--- config.mk ---
export PLATFORM = sky130hd
export DESIGN_NAME = tree_walk_ctrl_flat
export DESIGN_NICKNAME = d
export VERILOG_FILES = /design/src/rtl/tree_walk_ctrl_if.sv /design/src/rtl/tree_walk_ctrl.sv /design/src/flat_wrapper.sv
export SDC_FILE = /design/constraint.sdc
export NUM_CORES = 1
export LEC_CHECK = 0
export CORE_MARGIN = 5
export CORE_UTILIZATION = 49
export CTS_CLUSTER_DIAMETER = 30
export DETAILED_ROUTE_END_ITERATION = 7
export HOLD_SLACK_MARGIN = 0.06
export PLACE_DENSITY_LB_ADDON = 0.15
export SYNTH_ARGS = -nofsm -noshare
export SYNTH_HDL_FRONTEND = slang
export SYNTH_SLANG_ARGS = --single-unit
--- constraint.sdc ---
create_clock -name clk -period 3.18 [get_ports clk]
set_input_delay 0.795 -clock clk [delete_from_list [all_inputs] [get_ports clk]]
set_output_delay 0.795 -clock clk [all_outputs]
set_load 0.005 [all_outputs]
--- src/rtl/tree_walk_ctrl_if.sv ---
// rtl/tree_walk_ctrl_if.sv - symbol, tree ROM, result and pointer channels of the tree walk controller
interface tree_walk_ctrl_if #(
  parameter int MAX_NODES_PER_LEVEL = 8,
  parameter int NUM_MSG_HIERARCHY   = 4,
  parameter int ID_W                = 16,
  parameter int LVL_W               = $clog2(NUM_MSG_HIERARCHY + 1),
  parameter int IDX_W               = $clog2(MAX_NODES_PER_LEVEL)
);
  logic                          sym_valid;
  logic                          sym_ready;
  logic [1:0]                    sym_kind;
  logic [ID_W-1:0]               sym_field_id;
  logic                          rom_rd_en;
  logic [LVL_W-1:0]              rom_level;
  logic [IDX_W-1:0]              rom_idx;
  logic [ID_W-1:0]               rom_node_id;
  logic [ID_W-1:0]               rom_parent_id;
  logic [ID_W-1:0]               rom_field_id;
  logic                          res_valid;
  logic                          res_ready;
  logic [ID_W-1:0]               res_node_id;
  logic [LVL_W-1:0]              res_level;
  logic                          res_err;
  logic [1:0]                    res_err_code;
  logic [ID_W-1:0]               cur_node_id;
  logic [LVL_W-1:0]              cur_level;
  logic [NUM_MSG_HIERARCHY*ID_W-1:0] cur_path;

  modport slave (
    input  sym_valid, sym_kind, sym_field_id, rom_node_id, rom_parent_id, rom_field_id, res_ready,
    output sym_ready, rom_rd_en, rom_level, rom_idx, res_valid, res_node_id, res_level,
           res_err, res_err_code, cur_node_id, cur_level, cur_path
  );

  modport master (
    output sym_valid, sym_kind, sym_field_id, rom_node_id, rom_parent_id, rom_field_id, res_ready,
    input  sym_ready, rom_rd_en, rom_level, rom_idx, res_valid, res_node_id, res_level,
           res_err, res_err_code, cur_node_id, cur_level, cur_path
  );
endinterface

--- src/rtl/tree_walk_ctrl.sv ---
// rtl/tree_walk_ctrl.sv - walks the message-hierarchy tree ROM for streamed FIELD/OPEN/CLOSE symbols
module tree_walk_ctrl #(
  parameter int MAX_NODES_PER_LEVEL = 8,
  parameter int NUM_MSG_HIERARCHY   = 4,
  parameter int ID_W                = 16,
  parameter int LVL_W               = $clog2(NUM_MSG_HIERARCHY + 1),
  parameter int IDX_W               = $clog2(MAX_NODES_PER_LEVEL)
) (
  input  logic             clk,
  input  logic             rst_n,
  tree_walk_ctrl_if.slave  bus
);
  typedef enum logic [1:0] {IDLE, SCAN, RESP} state_t;

  localparam logic [1:0]       K_FIELD   = 2'd0;
  localparam logic [1:0]       K_OPEN    = 2'd1;
  localparam logic [1:0]       K_CLOSE   = 2'd2;
  localparam logic [1:0]       E_NOMATCH = 2'd1;
  localparam logic [1:0]       E_DEPTH   = 2'd2;
  localparam logic [1:0]       E_UNDER   = 2'd3;
  localparam logic [LVL_W-1:0] LVL_MAX   = LVL_W'(NUM_MSG_HIERARCHY);
  localparam logic [IDX_W-1:0] IDX_LAST  = IDX_W'(MAX_NODES_PER_LEVEL - 1);

  state_t           state;
  logic             sym_ready;
  logic             rom_rd_en;
  logic             rd_d;
  logic [LVL_W-1:0] rom_level;
  logic [IDX_W-1:0] rom_idx;
  logic [IDX_W-1:0] chk_idx;
  logic [1:0]       kind;
  logic [ID_W-1:0]  field_id;
  logic             res_valid;
  logic [ID_W-1:0]  res_node_id;
  logic [LVL_W-1:0] res_level;
  logic             res_err;
  logic [1:0]       res_err_code;
  logic [ID_W-1:0]  cur_node_id;
  logic [LVL_W-1:0] cur_level;
  logic [ID_W-1:0]  path [NUM_MSG_HIERARCHY];
  logic [ID_W-1:0]  close_parent;
  logic             slot_empty;
  logic             slot_hit;

  assign slot_empty = (bus.rom_node_id == '0);
  assign slot_hit   = !slot_empty && (bus.rom_parent_id == cur_node_id) &&
                      (bus.rom_field_id == field_id);

  // Node that becomes current after a CLOSE: the entry two below the current level.
  always_comb begin
    close_parent = '0;
    for (int i = 0; i < NUM_MSG_HIERARCHY; i++)
      if (LVL_W'(i + 2) == cur_level) close_parent = path[i];
  end

  always_comb begin
    bus.cur_path = '0;
    for (int i = 0; i < NUM_MSG_HIERARCHY; i++)
      bus.cur_path[i*ID_W +: ID_W] = path[i];
  end

  assign bus.sym_ready    = sym_ready;
  assign bus.rom_rd_en    = rom_rd_en;
  assign bus.rom_level    = rom_level;
  assign bus.rom_idx      = rom_idx;
  assign bus.res_valid    = res_valid;
  assign bus.res_node_id  = res_node_id;
  assign bus.res_level    = res_level;
  assign bus.res_err      = res_err;
  assign bus.res_err_code = res_err_code;
  assign bus.cur_node_id  = cur_node_id;
  assign bus.cur_level    = cur_level;

  always_ff @(posedge clk or negedge rst_n) begin
    if (!rst_n) begin
      state        <= IDLE;
      sym_ready    <= 1'b0;
      rom_rd_en    <= 1'b0;
      rd_d         <= 1'b0;
      rom_level    <= '0;
      rom_idx      <= '0;
      chk_idx      <= '0;
      kind         <= K_FIELD;
      field_id     <= '0;
      res_valid    <= 1'b0;
      res_node_id  <= '0;
      res_level    <= '0;
      res_err      <= 1'b0;
      res_err_code <= '0;
      cur_node_id  <= '0;
      cur_level    <= '0;
      for (int i = 0; i < NUM_MSG_HIERARCHY; i++) path[i] <= '0;
    end else begin
      // Data on the ROM outputs belongs to the read strobed one edge earlier.
      rd_d    <= rom_rd_en;
      chk_idx <= rom_idx;
      case (state)
        IDLE: begin
          sym_ready <= 1'b1;
          if (bus.sym_valid && sym_ready) begin
            sym_ready    <= 1'b0;
            kind         <= bus.sym_kind;
            field_id     <= bus.sym_field_id;
            res_node_id  <= '0;
            res_level    <= cur_level;
            res_err      <= 1'b0;
            res_err_code <= '0;
            if (bus.sym_kind == K_FIELD || (bus.sym_kind == K_OPEN && cur_level < LVL_MAX)) begin
              state     <= SCAN;
              rom_rd_en <= 1'b1;
              rom_level <= cur_level;
              rom_idx   <= '0;
            end else begin
              state     <= RESP;
              res_valid <= 1'b1;
              if (bus.sym_kind == K_OPEN) begin
                res_err      <= 1'b1;
                res_err_code <= E_DEPTH;
              end else if (bus.sym_kind == K_CLOSE && cur_level != '0) begin
                res_node_id <= cur_node_id;
                res_level   <= cur_level - LVL_W'(1);
                cur_level   <= cur_level - LVL_W'(1);
                cur_node_id <= close_parent;
                for (int i = 0; i < NUM_MSG_HIERARCHY; i++)
                  if (LVL_W'(i + 1) == cur_level) path[i] <= '0;
              end else begin
                res_err      <= 1'b1;
                res_err_code <= E_UNDER;
              end
            end
          end
        end
        SCAN: begin
          if (rom_rd_en) begin
            if (rom_idx == IDX_LAST) begin
              rom_rd_en <= 1'b0;
              rom_level <= '0;
              rom_idx   <= '0;
            end else begin
              rom_idx <= rom_idx + IDX_W'(1);
            end
          end
          if (rd_d && (slot_hit || slot_empty || chk_idx == IDX_LAST)) begin
            state     <= RESP;
            res_valid <= 1'b1;
            rom_rd_en <= 1'b0;
            rom_level <= '0;
            rom_idx   <= '0;
            if (slot_hit) begin
              res_node_id <= bus.rom_node_id;
              if (kind == K_OPEN) begin
                cur_node_id <= bus.rom_node_id;
                cur_level   <= cur_level + LVL_W'(1);
                for (int i = 0; i < NUM_MSG_HIERARCHY; i++)
                  if (LVL_W'(i) == cur_level) path[i] <= bus.rom_node_id;
              end
            end else begin
              res_err      <= 1'b1;
              res_err_code <= E_NOMATCH;
            end
          end
        end
        RESP: begin
          if (bus.res_ready) begin
            res_valid <= 1'b0;
            sym_ready <= 1'b1;
            state     <= IDLE;
          end
        end
        default: state <= IDLE;
      endcase
    end
  end
endmodule

--- src/flat_wrapper.sv ---
// flat-port wrapper written by rule: the top's interface ports become plain ports
module tree_walk_ctrl_flat 
#(
  parameter int MAX_NODES_PER_LEVEL = 8,
  parameter int NUM_MSG_HIERARCHY   = 4,
  parameter int ID_W                = 16,
  parameter int LVL_W               = $clog2(NUM_MSG_HIERARCHY + 1),
  parameter int IDX_W               = $clog2(MAX_NODES_PER_LEVEL)
)
  (clk, rst_n, bus_sym_valid, bus_sym_kind, bus_sym_field_id, bus_rom_node_id, bus_rom_parent_id, bus_rom_field_id, bus_res_ready, bus_sym_ready, bus_rom_rd_en, bus_rom_level, bus_rom_idx, bus_res_valid, bus_res_node_id, bus_res_level, bus_res_err, bus_res_err_code, bus_cur_node_id, bus_cur_level, bus_cur_path);
  tree_walk_ctrl_if #(.MAX_NODES_PER_LEVEL(MAX_NODES_PER_LEVEL), .NUM_MSG_HIERARCHY(NUM_MSG_HIERARCHY), .ID_W(ID_W), .LVL_W(LVL_W), .IDX_W(IDX_W)) bus_i ();
  input  logic clk;
  input  logic rst_n;
  input wire logic [$bits(bus_i.sym_valid)-1:0] bus_sym_valid;
  input wire logic [$bits(bus_i.sym_kind)-1:0] bus_sym_kind;
  input wire logic [$bits(bus_i.sym_field_id)-1:0] bus_sym_field_id;
  input wire logic [$bits(bus_i.rom_node_id)-1:0] bus_rom_node_id;
  input wire logic [$bits(bus_i.rom_parent_id)-1:0] bus_rom_parent_id;
  input wire logic [$bits(bus_i.rom_field_id)-1:0] bus_rom_field_id;
  input wire logic [$bits(bus_i.res_ready)-1:0] bus_res_ready;
  output wire logic [$bits(bus_i.sym_ready)-1:0] bus_sym_ready;
  output wire logic [$bits(bus_i.rom_rd_en)-1:0] bus_rom_rd_en;
  output wire logic [$bits(bus_i.rom_level)-1:0] bus_rom_level;
  output wire logic [$bits(bus_i.rom_idx)-1:0] bus_rom_idx;
  output wire logic [$bits(bus_i.res_valid)-1:0] bus_res_valid;
  output wire logic [$bits(bus_i.res_node_id)-1:0] bus_res_node_id;
  output wire logic [$bits(bus_i.res_level)-1:0] bus_res_level;
  output wire logic [$bits(bus_i.res_err)-1:0] bus_res_err;
  output wire logic [$bits(bus_i.res_err_code)-1:0] bus_res_err_code;
  output wire logic [$bits(bus_i.cur_node_id)-1:0] bus_cur_node_id;
  output wire logic [$bits(bus_i.cur_level)-1:0] bus_cur_level;
  output wire logic [$bits(bus_i.cur_path)-1:0] bus_cur_path;
  assign bus_i.sym_valid = bus_sym_valid;
  assign bus_i.sym_kind = bus_sym_kind;
  assign bus_i.sym_field_id = bus_sym_field_id;
  assign bus_i.rom_node_id = bus_rom_node_id;
  assign bus_i.rom_parent_id = bus_rom_parent_id;
  assign bus_i.rom_field_id = bus_rom_field_id;
  assign bus_i.res_ready = bus_res_ready;
  assign bus_sym_ready = bus_i.sym_ready;
  assign bus_rom_rd_en = bus_i.rom_rd_en;
  assign bus_rom_level = bus_i.rom_level;
  assign bus_rom_idx = bus_i.rom_idx;
  assign bus_res_valid = bus_i.res_valid;
  assign bus_res_node_id = bus_i.res_node_id;
  assign bus_res_level = bus_i.res_level;
  assign bus_res_err = bus_i.res_err;
  assign bus_res_err_code = bus_i.res_err_code;
  assign bus_cur_node_id = bus_i.cur_node_id;
  assign bus_cur_level = bus_i.cur_level;
  assign bus_cur_path = bus_i.cur_path;
  tree_walk_ctrl #(.MAX_NODES_PER_LEVEL(MAX_NODES_PER_LEVEL), .NUM_MSG_HIERARCHY(NUM_MSG_HIERARCHY), .ID_W(ID_W), .LVL_W(LVL_W), .IDX_W(IDX_W)) u_core (.clk(clk), .rst_n(rst_n), .bus(bus_i));
endmodule
# Yosys cells after proc, flatten, opt, wreduce, memory -nomap -nowiden
# Cells that the tools add are included.
[totals] ff_bits=138 in_bits=70 out_inout_bits=114 elab_cells=179
[classes] add_sub_neg=3 magnitude_cmp=1 n_eq_ne=34 mux=88 reduce_logical=33
[ops] op="$mux W64" n=7
[ops] op="$mux W16" n=25
[ops] op="$pmux W64 S2" n=1
[ops] op="$pmux W16 S2" n=2
[ops] op="$mux W3" n=17
[ops] op="$reduce_and A10 Y1" n=4
[ops] op="$eq A16 B16 Y1" n=2
[ops] op="$ne A2 B1 Y1 const B" n=14
[ops] op="$mux W2" n=10
[ops] op="$pmux W3 S2" n=3
[ops] op="$mux W1" n=17
[ops] op="$logic_not A16 Y1" n=1
[ops] op="$reduce_and A5 Y1" n=3
[ops] op="$reduce_and A4 Y1" n=3
[ops] op="$ne A2 B2 Y1 const B" n=4
[ops] op="$reduce_and A8 Y1" n=1
[ops] op="$add A3 B1 Y3 const B" n=2
[ops] op="$eq A2 B1 Y1 const B" n=3
[ops] op="$eq A2 B3 Y1 const A" n=2
[ops] op="$eq A3 B3 Y1 const A" n=2
[ops] op="$eq A3 B3 Y1 const B" n=2
[ops] op="$logic_and A1 B1 Y1" n=6
[ops] op="$ne A3 B1 Y1 const B" n=2
[ops] op="$pmux W1 S2" n=3
[ops] op="other kinds (15)" n=23

# Depth between registers and ports, before layout
[depth] word_depth=10 depth_mapped=11

# Worst setup path after synthesis
# OpenSTA, ideal clock, no wires.
[synth_path] path_type="input port to flip-flop" startpoint="input port bus_rom_parent_id[9]" endpoint="register u_core.path (netlist bit u_core.bus.cur_path[16])" setup_ns=0.125 arrival_ns=2.731 slack_ns=0.325 stages=7 path_buffers=1 path_cell_list="xnor2_1 -> nand4_1 -> nor4_4 -> nand4_4 -> a2111oi_4 -> buf_6 -> mux2_2"
[synth_between] elab_chain_cells=8 elab_cells_between_ends=9 classes_between="3 x eq/ne; 6 x reduce/logical"
[synth_rtl] element="start, declared" line="flat_wrapper.sv:18" source="input wire logic [$bits(bus_i.rom_parent_id)-1:0] bus_rom_parent_id;"
[synth_rtl] element="$eq A16 B16 Y1 *" line="tree_walk_ctrl.sv:46" source="assign slot_hit = !slot_empty && (bus.rom_parent_id == cur_node_id) &&"
[synth_rtl] element="$logic_and A1 B1 Y1 * (2 in series)" line="tree_walk_ctrl.sv:46"
[synth_rtl] element="$logic_or A1 B1 Y1 (2 in series)" line="tree_walk_ctrl.sv:143" source="if (rd_d && (slot_hit || slot_empty || chk_idx == IDX_LAST)) begin"
[synth_rtl] element="$logic_and A1 B1 Y1" line="tree_walk_ctrl.sv:143"
[synth_rtl] element="$ne A2 B1 Y1 (no line)"
[synth_rtl] element="$reduce_and A10 Y1 (no line) *"
[synth_rtl] element="end signal, assigned by index" line="tree_walk_ctrl.sv:155" source="if (LVL_W'(i) == cur_level) path[i] <= bus.rom_node_id;"
[synth_rtl] element="end, declared" line="tree_walk_ctrl.sv:40" source="logic [ID_W-1:0] path [NUM_MSG_HIERARCHY];"
# Mark *: on every way between the ends. The rest lies on a longest branch, timed or not.
# A chain may end at the register's enable or synchronous reset.

# Final worst setup path
[layout_path] startpoint="input port bus_rom_parent_id[1]" endpoint="register u_core.path (netlist bit u_core.bus.cur_path[16])"
# The elaborated chain is that of the path after synthesis.

==> run metrics <==
run status=finished with violations; failing checks=design-rule violations; vias per cell=5.91; actual slew at the worst max-slew pin=0.595 ns; pre-CTS setup slack=-0.456 ns; number of synthesized flops with an enable pin=0; CTS tree=done; nets@finish=907; Pwr Density=871 mW/mm^2; Critical R2R Launch=u_core.bus.cur_node_id[1]; root buf cell=clkbuf_16; crit end category=flip-flop; RSZ-0062 raised after global routing=false; crit path buf inv count=2; Reg clk slew, reported paths=0.06 ns; Async S/R FF share, synth=100%; #FFs+latches synth=138; Tmin final=3.06 ns; Synth Cell Area=0.00680 sq mm; Starting Density=49.5%; Sw Share=35.3%; Net Sw Power=2.98 mW; hpwl dp=15.6 mm; aggregate global routing overflow=0; first-pass GRT wire length=34.7 mm; count of cell types in the netlist=44; Flop pwr share=34.2%; Fin. Hold Viols=0; IO Port Bufs=183; DRC=1; RePlAce Congestion=0.895; post-route ant nets=0; area post-placement=0.00905 sq mm; setup bufs post-CTS=0; R2R cell count=7; worst-path cell chain=clkdlybuf4s50_1, xnor2_1, nand4_1, nor4_4, nand4_4, a2111oi_4, buf_12, mux2_2; Max Cap Violations=0; CTS Hold Buffers Added=0; Ys Warns=0; crit-path max FO=16; Die Ht=128 microns; DR pass1 iterations=8; clk_lat worst skew=0.43 ns; # rows=43; via count=6,033; Final Cell Area=0.00968 sq mm; wire length per cell=21.4 microns; H-Tree Depth=4; initial DRC count=576; Gate power share=41.2%; Reg2Reg Capture Point=u_core.bus.cur_path[16]; die width=128 microns; Internal=5.46 mW; Ant. Diodes=0; initial antenna violation count=0; power share of the clock group=24.6%; slowest stage delay, CP=0.49 ns; layout cells sized above 1=19.4%; core area=0.0137 sq mm; worst path arrival time=3.37 ns; CTS sink count=138; Final WS setup=0.123 ns; die area=0.0163 sq mm; Top Ports=184; final core utilization=70.6%; Max transition margin=60.3%; setup violators final=0; final WL=21.9 mm; post-cts sizing count=0; Slew Viols, Final=0; synthesized instance count=627; slowest CP cell=a2111oi_4; Worst EP required=3.49 ns; Worst Setup Start Kind=primary input; Setup CP Type=in -> reg; clk_skew=0.0108 ns; commonest non-fill, non-tap cell in the layout=clkdlybuf4s50_1; syn_area_per_cell=10.8 sq um; Multi-input gate area=0.00317 sq mm; top_reg_cell synth=dfrtp_1; delay-heaviest family, CP=simple AND/OR/NAND/NOR gates; area grow syn2layout=42.4%; fillcell total=1,023; TritonCTS buffer count=17; HP Class=in -> async; Max Freq=0.327 GHz; register area=0.00345 sq mm; period utilization=96.1%; Tot GR Track Use=27.2%; syn_nets=705; Leak=4.31 nW; peak supply drop=0.000501 V; largest net degree at the start of global routing=87; most frequent cells in the layout=clkdlybuf4s50_1, dfrtp_1, mux2_2; Longest Clk Path Bufs=2; post-synthesis sequential area ratio=50.8%; R2R Setup Slk=0.45 ns; number of global-route vias before repair=6,215
sequential cells by signal, summed over array words and instances (netlist names), 16 cells and up:
name                    flops
u_core.bus.res_node_id     16
u_core.bus.cur_node_id     16
u_core.bus.cur_path        64
u_core.field_id            16
worst max-delay path by stage:
stage,start,endpoint,slack (ns),depth (start not counted)
6_report,bus_rom_parent_id[1],u_core.bus.cur_path[16],0.12,8
5_1_grt,bus_rom_parent_id[1],u_core.bus.cur_path[20],0.05,8
4_1_cts,bus_rom_parent_id[1],u_core.bus.cur_node_id[10],0.02,7
3_5_place_dp,bus_rom_parent_id[1],u_core.bus.cur_node_id[10],-0.46,7
3_3_place_gp,bus_rom_field_id[10],u_core.bus.cur_node_id[3],-0.33,7
2_1_floorplan,bus_rom_parent_id[9],u_core.bus.cur_path[16],0.32,7
synthesized netlist by cell type (all sizes together), types with 9 or more instances:
master | number | area share [%]
a21oi | 45 | 3.5
a222oi | 16 | 2.4
and3 | 19 | 1.7
clkbuf | 34 | 1.9
dfrtp | 138 | 51
inv | 9 | 0.50
mux2 | 83 | 14
nand2 | 79 | 4.4
nor2 | 23 | 1.3
nor3 | 18 | 1.3
o211ai | 16 | 1.8
o21ai | 31 | 2.3
o21bai | 16 | 1.8
xnor2 | 27 | 3.5
logic make-up (layout without fill, tap and decap cells):
group	after synthesis	count (layout)	synth area share (%)
buf+inv	49	263	2.91
flops	138	138	50.8
compound gates	144	144	14.3
xor+xnor	35	35	4.51
fa+ha+maj	8	8	1.47
simple gates	168	168	11.9
mux	85	85	14.0
worst register-to-register path, stage by stage (launching register included):
cell and delay (ns):
dfrtp_1 0.44, xnor2_1 0.21, nand4_1 0.23, nor4_4 0.42, nand4_4 0.25, a2111oi_4 0.50
buf_12 0.22, mux2_2 0.36
power groups by stage:
stage,Sequential (mW),Clock [mW],Combinational (mW)
2_1_floorplan,2.81,0,1.79
3_3_place_gp,2.87,0,3.36
3_5_place_dp,2.90,0,3.42
4_1_cts,2.88,2.10,3.46
5_1_grt,2.96,2.18,3.78
6_report,2.89,2.08,3.47
stage by stage:
stage | hold WS [ns] | power (mW) | cells | TNS [ns]
after floorplan | 0.418 | 4.60 | 627 | 0
after global placement | 0.417 | 6.23 | 990 | -17.33
after detailed placement | 0.432 | 6.33 | 990 | -23.66
after CTS | 0.327 | 8.44 | 1021 | 0
after global routing | 0.351 | 8.91 | 1021 | 0
final | 0.320 | 8.43 | 1021 | 0
routing by layer:
layer	share of wire (%)	GRT usage [%]	vias to the layer above
met1	44	37.8	3009
li1	-	-	2683
met2	46	42.1	313
met5	0	0	-
met3	8.3	7.04	28
met4	1.7	8.61	0
layout make-up:
type                       instances  share of cell area [%]
sequential                       138                    35.7
multi-input combinational        440                    32.7
timing repair buffer             223                    22.6
clock buffer                      20                    4.61
tap                              180                    2.33
clock inverter                    11                    1.75
inverter                           9                   0.349
(Power assumes the default switching activity.)
